--- config.mk ---
export PLATFORM = sky130hd
export DESIGN_NAME = memory_stage
export DESIGN_NICKNAME = d
export VERILOG_FILES = /design/src/rtl/memory_stage_pkg.sv /design/src/rtl/memory_stage_byte_lane_fmt.sv /design/src/rtl/memory_stage.sv
export SDC_FILE = /design/constraint.sdc
export NUM_CORES = 1
export LEC_CHECK = 0
export CAP_MARGIN = 20
export CORE_MARGIN = 5
export CORE_UTILIZATION = 38
export DETAILED_ROUTE_END_ITERATION = 8
export PLACE_DENSITY = 0.94
export SETUP_SLACK_MARGIN = 0.3
export SLEW_MARGIN = 20
export SYNTH_ARGS = -nofsm -noshare
export SYNTH_HDL_FRONTEND = slang
export SYNTH_SLANG_ARGS = --single-unit
--- constraint.sdc ---
create_clock -name clk -period 3.4 [get_ports clk]
set_input_delay 0.34 -clock clk [delete_from_list [all_inputs] [get_ports clk]]
set_output_delay 0.34 -clock clk [all_outputs]
set_load 0.02 [all_outputs]
--- src/rtl/memory_stage_pkg.sv ---
// Shared definitions for the ME (memory) stage of the pipelined MIPS core.
// Holds the datapath width, the ME-stage FSM state encoding, byte-enable
// constants and the packed payload of the ME pipeline register.
package memory_stage_pkg;

  localparam int unsigned XLEN = 32;

  localparam logic [3:0] BE_WORD  = 4'hF;
  localparam logic [3:0] BE_BYTE0 = 4'h1;

  typedef enum logic {
    ME_IDLE = 1'b0,
    ME_WAIT = 1'b1
  } me_state_e;

  // ME pipeline register payload (result + writeback control)
  typedef struct packed {
    logic [XLEN-1:0] result;
    logic [4:0]      wreg;
    logic            reg_write;
    logic            instr_val;
  } me_reg_t;

endpackage

--- src/rtl/memory_stage_byte_lane_fmt.sv ---
// byte_lane_fmt: combinational byte-lane formatting for data memory accesses.
//   byte_sel   : byte offset within the word (address bits [1:0])
//   store_byte : SB access -> single-lane enable, store byte replicated
//   load_byte  : LB access -> select addressed read byte and sign-extend
//   wr_dat     : raw store data from EX
//   rd_dat     : raw read data from memory
//   byte_en_c  : lane enables for the memory port
//   wr_lane_c  : lane-aligned store data
//   rd_fmt_c   : formatted load data
module byte_lane_fmt
  import memory_stage_pkg::*;
(
  input  logic [1:0]      byte_sel,
  input  logic            store_byte,
  input  logic            load_byte,
  input  logic [XLEN-1:0] wr_dat,
  input  logic [XLEN-1:0] rd_dat,
  output logic [3:0]      byte_en_c,
  output logic [XLEN-1:0] wr_lane_c,
  output logic [XLEN-1:0] rd_fmt_c
);

  logic [7:0] rd_byte;

  // Store side: word passes through, byte is replicated on all lanes
  always_comb begin
    byte_en_c = BE_WORD;
    wr_lane_c = wr_dat;
    if (store_byte) begin
      byte_en_c = BE_BYTE0 << byte_sel;
      wr_lane_c = {4{wr_dat[7:0]}};
    end
  end

  // Load side: pick the addressed byte
  always_comb begin
    rd_byte = rd_dat[7:0];
    case (byte_sel)
      2'd0: rd_byte = rd_dat[7:0];
      2'd1: rd_byte = rd_dat[15:8];
      2'd2: rd_byte = rd_dat[23:16];
      2'd3: rd_byte = rd_dat[31:24];
      default: rd_byte = rd_dat[7:0];
    endcase
  end

  assign rd_fmt_c = load_byte ? {{(XLEN-8){rd_byte[7]}}, rd_byte} : rd_dat;

endmodule

--- src/rtl/memory_stage.sv ---
// memory_stage: ME stage of the pipelined MIPS core. Issues loads/stores to
// the data memory over a req/ack port, formats byte data and registers the
// ME result used for bypass and writeback.
//   clk, rst_n          : clock, async active-low reset
//   flush               : turn the instruction entering ME into a bubble
//   *_EX                : registered execute-stage outputs
//   Dm*                 : data memory req/ack port (DmReq/DmWe/DmAddr/DmByteEn/
//                         DmWrDat out, DmAck/DmRdDat in); request outputs are
//                         combinational from EX and the FSM state
//   MemStall_ME         : combinational stall, high while memory has not acked
//   *_ME                : registered ME result and control
//   MemWaitCycles_ME    : saturating count of stall cycles
// Optional: define MEM_ALIGN_CHECK_EN to drop misaligned word accesses into a
// bubble and raise the sticky AlignErr_ME output.
module memory_stage
  import memory_stage_pkg::*;
#(
  parameter int unsigned WAIT_CNT_W = 8
) (
  input  logic                  clk,
  input  logic                  rst_n,
  input  logic                  flush,
  input  logic [XLEN-1:0]       Result_EX,
  input  logic [XLEN-1:0]       WrDat_EX,
  input  logic [4:0]            WriteReg_EX,
  input  logic                  RegWrite_EX,
  input  logic                  MemToReg_EX,
  input  logic                  MemWrite_EX,
  input  logic                  LoadB_EX,
  input  logic                  StoreB_EX,
  input  logic                  InstrVal_EX,
  output logic                  DmReq,
  output logic                  DmWe,
  output logic [XLEN-1:0]       DmAddr,
  output logic [3:0]            DmByteEn,
  output logic [XLEN-1:0]       DmWrDat,
  input  logic                  DmAck,
  input  logic [XLEN-1:0]       DmRdDat,
  output logic                  MemStall_ME,
  output logic [XLEN-1:0]       ResultRdDat_ME,
  output logic [4:0]            WriteReg_ME,
  output logic                  RegWrite_ME,
  output logic                  InstrVal_ME,
`ifdef MEM_ALIGN_CHECK_EN
  output logic                  AlignErr_ME,
`endif
  output logic [WAIT_CNT_W-1:0] MemWaitCycles_ME
);

  me_state_e             state_q, state_d;
  me_reg_t               me_q, me_d;
  logic                  flush_pend_q, flush_pend_d;
  logic [WAIT_CNT_W-1:0] wait_cnt_q, wait_cnt_d;
  logic                  mem_op;
  logic                  misalign;
  logic                  dm_req_c;
  logic                  stall_c;
  logic [XLEN-1:0]       rd_fmt;

  assign mem_op = InstrVal_EX & (MemToReg_EX | MemWrite_EX);

`ifdef MEM_ALIGN_CHECK_EN
  logic align_err_q, align_err_d;
  assign misalign    = mem_op & ~LoadB_EX & ~StoreB_EX & (Result_EX[1:0] != 2'b00);
  assign align_err_d = align_err_q | misalign;
  assign AlignErr_ME = align_err_q;
`else
  assign misalign = 1'b0;
`endif

  byte_lane_fmt u_fmt (
    .byte_sel   (Result_EX[1:0]),
    .store_byte (StoreB_EX),
    .load_byte  (LoadB_EX),
    .wr_dat     (WrDat_EX),
    .rd_dat     (DmRdDat),
    .byte_en_c  (DmByteEn),
    .wr_lane_c  (DmWrDat),
    .rd_fmt_c   (rd_fmt)
  );

  assign DmAddr = {Result_EX[XLEN-1:2], 2'b00};
  assign DmWe   = MemWrite_EX;

  // Request FSM; request and stall are forced low while reset is asserted
  always_comb begin
    state_d  = state_q;
    dm_req_c = 1'b0;
    stall_c  = 1'b0;
    case (state_q)
      ME_IDLE: begin
        if (mem_op && !misalign) begin
          dm_req_c = 1'b1;
          if (!DmAck) begin
            stall_c = 1'b1;
            state_d = ME_WAIT;
          end
        end
      end
      ME_WAIT: begin
        dm_req_c = 1'b1;
        if (DmAck) state_d = ME_IDLE;
        else       stall_c = 1'b1;
      end
      default: state_d = ME_IDLE;
    endcase
    if (!rst_n) begin
      dm_req_c = 1'b0;
      stall_c  = 1'b0;
    end
  end

  assign DmReq       = dm_req_c;
  assign MemStall_ME = stall_c;

  // ME register, deferred flush and wait-cycle counter
  always_comb begin
    me_d         = me_q;
    flush_pend_d = flush_pend_q;
    wait_cnt_d   = wait_cnt_q;
    if (stall_c) begin
      if (flush) flush_pend_d = 1'b1;
      if (wait_cnt_q != {WAIT_CNT_W{1'b1}}) wait_cnt_d = wait_cnt_q + WAIT_CNT_W'(1);
    end else begin
      flush_pend_d = 1'b0;
      if (flush || flush_pend_q || misalign) begin
        me_d = '0;
      end else begin
        me_d.result    = MemToReg_EX ? rd_fmt : Result_EX;
        me_d.wreg      = WriteReg_EX;
        me_d.reg_write = RegWrite_EX & InstrVal_EX;
        me_d.instr_val = InstrVal_EX;
      end
    end
  end

  always_ff @(posedge clk or negedge rst_n) begin
    if (!rst_n) begin
      state_q      <= ME_IDLE;
      me_q         <= '0;
      flush_pend_q <= 1'b0;
      wait_cnt_q   <= '0;
    end else begin
      state_q      <= state_d;
      me_q         <= me_d;
      flush_pend_q <= flush_pend_d;
      wait_cnt_q   <= wait_cnt_d;
    end
  end

`ifdef MEM_ALIGN_CHECK_EN
  always_ff @(posedge clk or negedge rst_n) begin
    if (!rst_n) align_err_q <= 1'b0;
    else        align_err_q <= align_err_d;
  end
`endif

  assign ResultRdDat_ME   = me_q.result;
  assign WriteReg_ME      = me_q.wreg;
  assign RegWrite_ME      = me_q.reg_write;
  assign InstrVal_ME      = me_q.instr_val;
  assign MemWaitCycles_ME = wait_cnt_q;

endmodule
# == After elaboration in Yosys (flattened, before gate mapping) ==
# Cells that the tools add are included.
# op_classes
mux,15
n_shift,1
add_sub_neg,1
n_eq_ne,5
bitwise,4
reduce_logical,3
# ops
operator,n
32-bit two-way mux,3
39-bit two-way mux,1
8-bit case mux with 4 select lines,1
"8-bit by 1-bit adder with 8-bit output, second input constant",1
"8-bit != test, second input constant",1
1-bit two-way mux,7
"2-bit == test, second input constant",2
4-bit two-way mux,1
1-bit case mux with 2 select lines,2
"1-bit by 2-bit << shifter with 4-bit output, first input constant",1
1-bit AND,2
"2-bit by 1-bit == test with 1-bit output, second input constant",1
2-bit logical NOT,1
"2-bit != test, second input constant",1
2-bit AND reduction,1
1-bit logical OR,1
1-bit inverter,1
1-bit OR,1
# word_totals
in_bits,111
regBits,49
output_inout_bits,118
wordCells,36

# == Depth between registers and ports, before layout ==
# logic_depth
depth_word,6
ltp_mapped,8

# == Cells and area by module ==
# Synthesis repeated with hierarchy kept, for this count alone.
# unflattened
hier_cells,432
hier_area_um2,3644.7
# by_module_without_submodules
mod,cells_per_inst,n_inst,area_each_um2
memory_stage,259,1,2646.3
byte_lane_fmt,173,1,998.5

# == Worst setup path after synthesis ==
# Ideal clock, no wire load.
# synth_path
kind,input-to-reg
from,input port Result_EX[1]
to,"register me_q, in the netlist ResultRdDat_ME[12]"
t_arrival_ns,1.613
setup_slack_ns,1.661
stages,6
n_path_buf,2
required_time_ns,3.274
cell_sequence,buf_6 mux4_2 o21ai_4 buf_6 nor3_1 a221o_1
# synth_between
elab_chain_cells,5
word_cells_on_any_way,8
# synth_lines
element,line_no,source
"start, declared",memory_stage.sv:23,"input logic [XLEN-1:0] Result_EX,"
"2-bit == test, or another cell as far along",memory_stage_byte_lane_fmt.sv:38,case (byte_sel)
8-bit case mux with 4 select lines (*),memory_stage_byte_lane_fmt.sv:38,
32-bit two-way mux (*),memory_stage_byte_lane_fmt.sv:47,"assign rd_fmt_c = load_byte ? {{(XLEN-8){rd_byte[7]}}, rd_byte} : rd_dat;"
32-bit two-way mux (*),memory_stage.sv:129,me_d.result = MemToReg_EX ? rd_fmt : Result_EX;
39-bit two-way mux (*),memory_stage.sv:126,if (flush || flush_pend_q || misalign) begin
"end signal, assigned",memory_stage.sv:145,me_q <= me_d;
"end, declared",memory_stage.sv:51,"me_reg_t me_q, me_d;"
# Mark *: on every way between the ends. The rest lies on a longest branch, timed or not.
# A chain may end at the register's enable or synchronous reset.

# == Worst setup path in the final report ==
# layout_path
from,input port StoreB_EX
to,output port DmWrDat[31]
# layout_between
elab_chain_cells,1
# layout_lines
element,line_no,source
"start, declared",memory_stage.sv:30,"input logic StoreB_EX,"
32-bit two-way mux,memory_stage_byte_lane_fmt.sv:29,if (store_byte) begin
"end, declared",memory_stage.sv:36,"output logic [XLEN-1:0] DmWrDat,"
# No other way between the ends.

==> summary.md <==
| Metric | Value |
|---|---|
| Placer Congestion | `0.948` |
| Die area | `about 10000 sq um` |
| Final wirelength | `between 10000 and 15000 um` |
| Max-cap check violation count | `0` |
| Vias/cell | `between 5 and 6` |
| Core Area | `about 8000 sq um` |
| Total CTS buffers | `5` |
| Crit. End Element | `output port` |
| Fin crit period | `between 2 and 3 ns` |
| Starting Density | `around 39%` |
| Drt drc | `0` |
| Input/output buffers | `about 230` |
| Root buf cell | `clkbuf_8` |
| Area Overhead vs Synth | `66.3%` |
| Clk slew on worst S/H paths | `~0.1 ns` |
| P_int | `1290 uW` |
| Worst Path Required | `3.06 ns` |
| Multi-input logic area | `between 1000 and 1500 sq um` |
| Total Power | `just under 2000 uW` |
| Synth top area cells | `dfrtp_1, buf_4, a221o_1` |
| Status | `finished, final reports clean` |
| Ys flop type | `dfrtp_1` |
| Ys async rst share | `100%` |
| Count of mapped cells out of synthesis | `between 300 and 400` |
| #FFs+latches synth | `49` |
| Comb power frac | `a little over two fifths` |
| IR drop worst, VDD | `0.000367 V` |
| Startpoint Class | `input port` |
| Syn avg cell area | `about 8.7 sq um` |
| Switching share of power | `roughly 34%` |
| Hold crit path type | `in -> async` |
| Max FO, Critical Path | `36` |
| RSZ-0062 raised after global routing | `false` |
| Clock sink count | `roughly 50` |
| Layout Skew | `around 0.0095 ns` |
| Vias post-DR | `around 3.4k` |
| Gr usage total | `23.0%` |
| Die X | `101 um` |
| Post-CTS Setup Bufs | `0` |
| Final antenna-violating net count | `0` |
| Nets | `around 650` |
| Most frequent cells in the layout | `clkdlybuf4s50_1, dfrtp_1, o21ai_0` |
| FF/Latch Area | `1230 sq um` |
| Synth unique cells | `approximately 40` |
| Inserted Diodes | `0` |
| Number of flops mapped to enable cells by yosys | `0` |
| Worst-Skew Late Latency | `0.30 ns` |
| Pleak | `0.00225 uW` |
| Clock Path Buffers | `2` |
| DR pass1 iterations | `4` |
| Synth top area share | `roughly two fifths` |
| Clock network power share | `21.0%` |
| Rel. slew slack | `between 30% and 40%` |
| Ports | `229` |
| Fmax achieved | `around 0.35 GHz` |
| DRT iter0 DRCs | `about 180` |
| Setup CP Type | `in -> out` |
| Post-layout util | `64.5%` |
| DPL Wire Length | `between 10000 and 15000 um` |
| Most common cell after layout, fill and taps aside | `clkdlybuf4s50_1` |
| Cts hold-fix bufs | `0` |
| Filler cells | `654` |
| Post-cts resize count | `0` |
| # setup viols final | `0` |
| Mapped Area | `about 3200 sq um` |
| GRT overflow | `0` |
| Global-route wire length before repair | `~19000 um` |
| Slew @ Worst Pin | `between 0.9 and 1 ns` |
| Final TNS setup | `0 ns` |
| Antenna violations before repair | `0` |
| Final hold vios | `0` |
| H-tree levels | `2` |
| Synth warn | `0` |
| Ratio of cells with drive above 1 in the final layout | `~5.7%` |
| Num rows | `33` |
| Cell Area, Placed | `slightly above 5000 sq um` |
| Power Dens Cells | `370 nW/um^2` |
| Wirelength per Cell | `around 19 um` |
| Register area share after synthesis | `slightly below 40%` |
| CTS tree | `done` |
| Chip height | `101 um` |
| Post-route cell area | `roughly 5300 sq um` |
| Pins over their slew limit | `0` |
| Largest net degree at the start of global routing | `50` |
| Period utilisation layout | `83.3%` |
| Cell accounting for the most synthesized area | `dfrtp_1` |
| Sw power | `~660 uW` |
| CP Data Arrival Time | `2.49 ns` |
| Sequential power share | `a little under two fifths` |
| Vias in the first global route | `approximately 3.5k` |
-- state kept, by name, summed over array words and instances (netlist names) --
| register | count |
|---|---|
| RegWrite_ME | 1 |
| InstrVal_ME | 1 |
| ResultRdDat_ME | 32 |
| WriteReg_ME | 5 |
| flush_pend_q | 1 |
| MemWaitCycles_ME | 8 |
| state_q | 1 |
-- worst max-delay path, stage by stage --
cell and delay [ns]:
clkdlybuf4s50_1 1.12, nand2_1 0.21, o21ai_0 0.15, clkdlybuf4s50_1 0.67
-- routing by layer --
| layer | routed length [um] | track usage [%] |
|---|---|---|
| met5 | 0 | 0 |
| met4 | 257 | 5.83 |
| met3 | 1010 | 4.82 |
| met2 | 6470 | 41.9 |
| met1 | 4740 | 27.6 |
-- kinds of logic (layout without fill, tap and decap cells) --
group / count (synthesis) / after routing / share of synthesized area, %
buffers and inverters: 100 / 276 / 18.6
AO/OA/AOI/OAI: 91 / 91 / 21.4
other: 1 / 2 / 0.118
XOR/XNOR: 5 / 5 / 1.38
flip-flops: 49 / 49 / 38.7
multiplexers: 10 / 10 / 3.87
AND/OR/NAND/NOR: 106 / 106 / 15.5
adder cells (fa/ha/maj): 1 / 1 / 0.395
-- path summary, 6_finish.rpt --
check / start / to / slack (ns) / cells past startpoint
setup / recovery: StoreB_EX / DmWrDat[31] / 0.57 / 4
hold / removal: rst_n / ResultRdDat_ME[16] / 0.22 / 2
hold reg to reg: WriteReg_ME[1] / WriteReg_ME[1] / 0.48 / 2
min in group clk: WriteReg_ME[1] / WriteReg_ME[1] / 0.48 / 2
max in group asynchronous: rst_n / MemWaitCycles_ME[0] / 2.75 / 2
setup reg to reg: state_q / ResultRdDat_ME[3] / 1.24 / 6
-- synthesized netlist by cell type (2+ instances only) --
master / instances
a22o_1: 5
o21a_1: 2
xor2_1: 5
buf_4: 43
nor3_1: 28
a21oi_1: 3
clkbuf_1: 10
inv_1: 33
nor2_1: 31
nand2b_1: 2
nand2_1: 30
mux2_2: 8
o32ai_1: 5
a221o_1: 25
buf_2: 6
nand3_1: 9
dfrtp_1: 49
o21ai_0: 36
buf_6: 6
o22ai_1: 6
-- metrics by stage --
stage	setup slack [ns]	hold slack (ns)	cells
6_report	0.569	0.220	645
5_1_grt	0.439	0.285	645
3_5_place_dp	0.620	0.460	638
2_1_floorplan	1.66	0.0444	364
4_1_cts	0.614	0.250	645
3_3_place_gp	0.750	0.448	638
-- power groups by stage --
stage	combinational (uW)	clock (uW)	sequential, uW
2_1_floorplan	319	0	811
5_1_grt	876	438	732
3_3_place_gp	808	0	726
6_report	824	409	720
3_5_place_dp	824	0	731
4_1_cts	828	419	720
-- area by class of cell --
| class | instances | share of cell area (%) |
|---|---|---|
| inverters | 34 | 2.42 |
| multi-input cells | 215 | 25.8 |
| well taps | 105 | 2.49 |
| clock inverters | 2 | 0.665 |
| clock buffers | 5 | 1.31 |
| repair buffers | 235 | 44.1 |
| flip-flops and latches | 49 | 23.3 |
(Power assumes the default switching activity.)
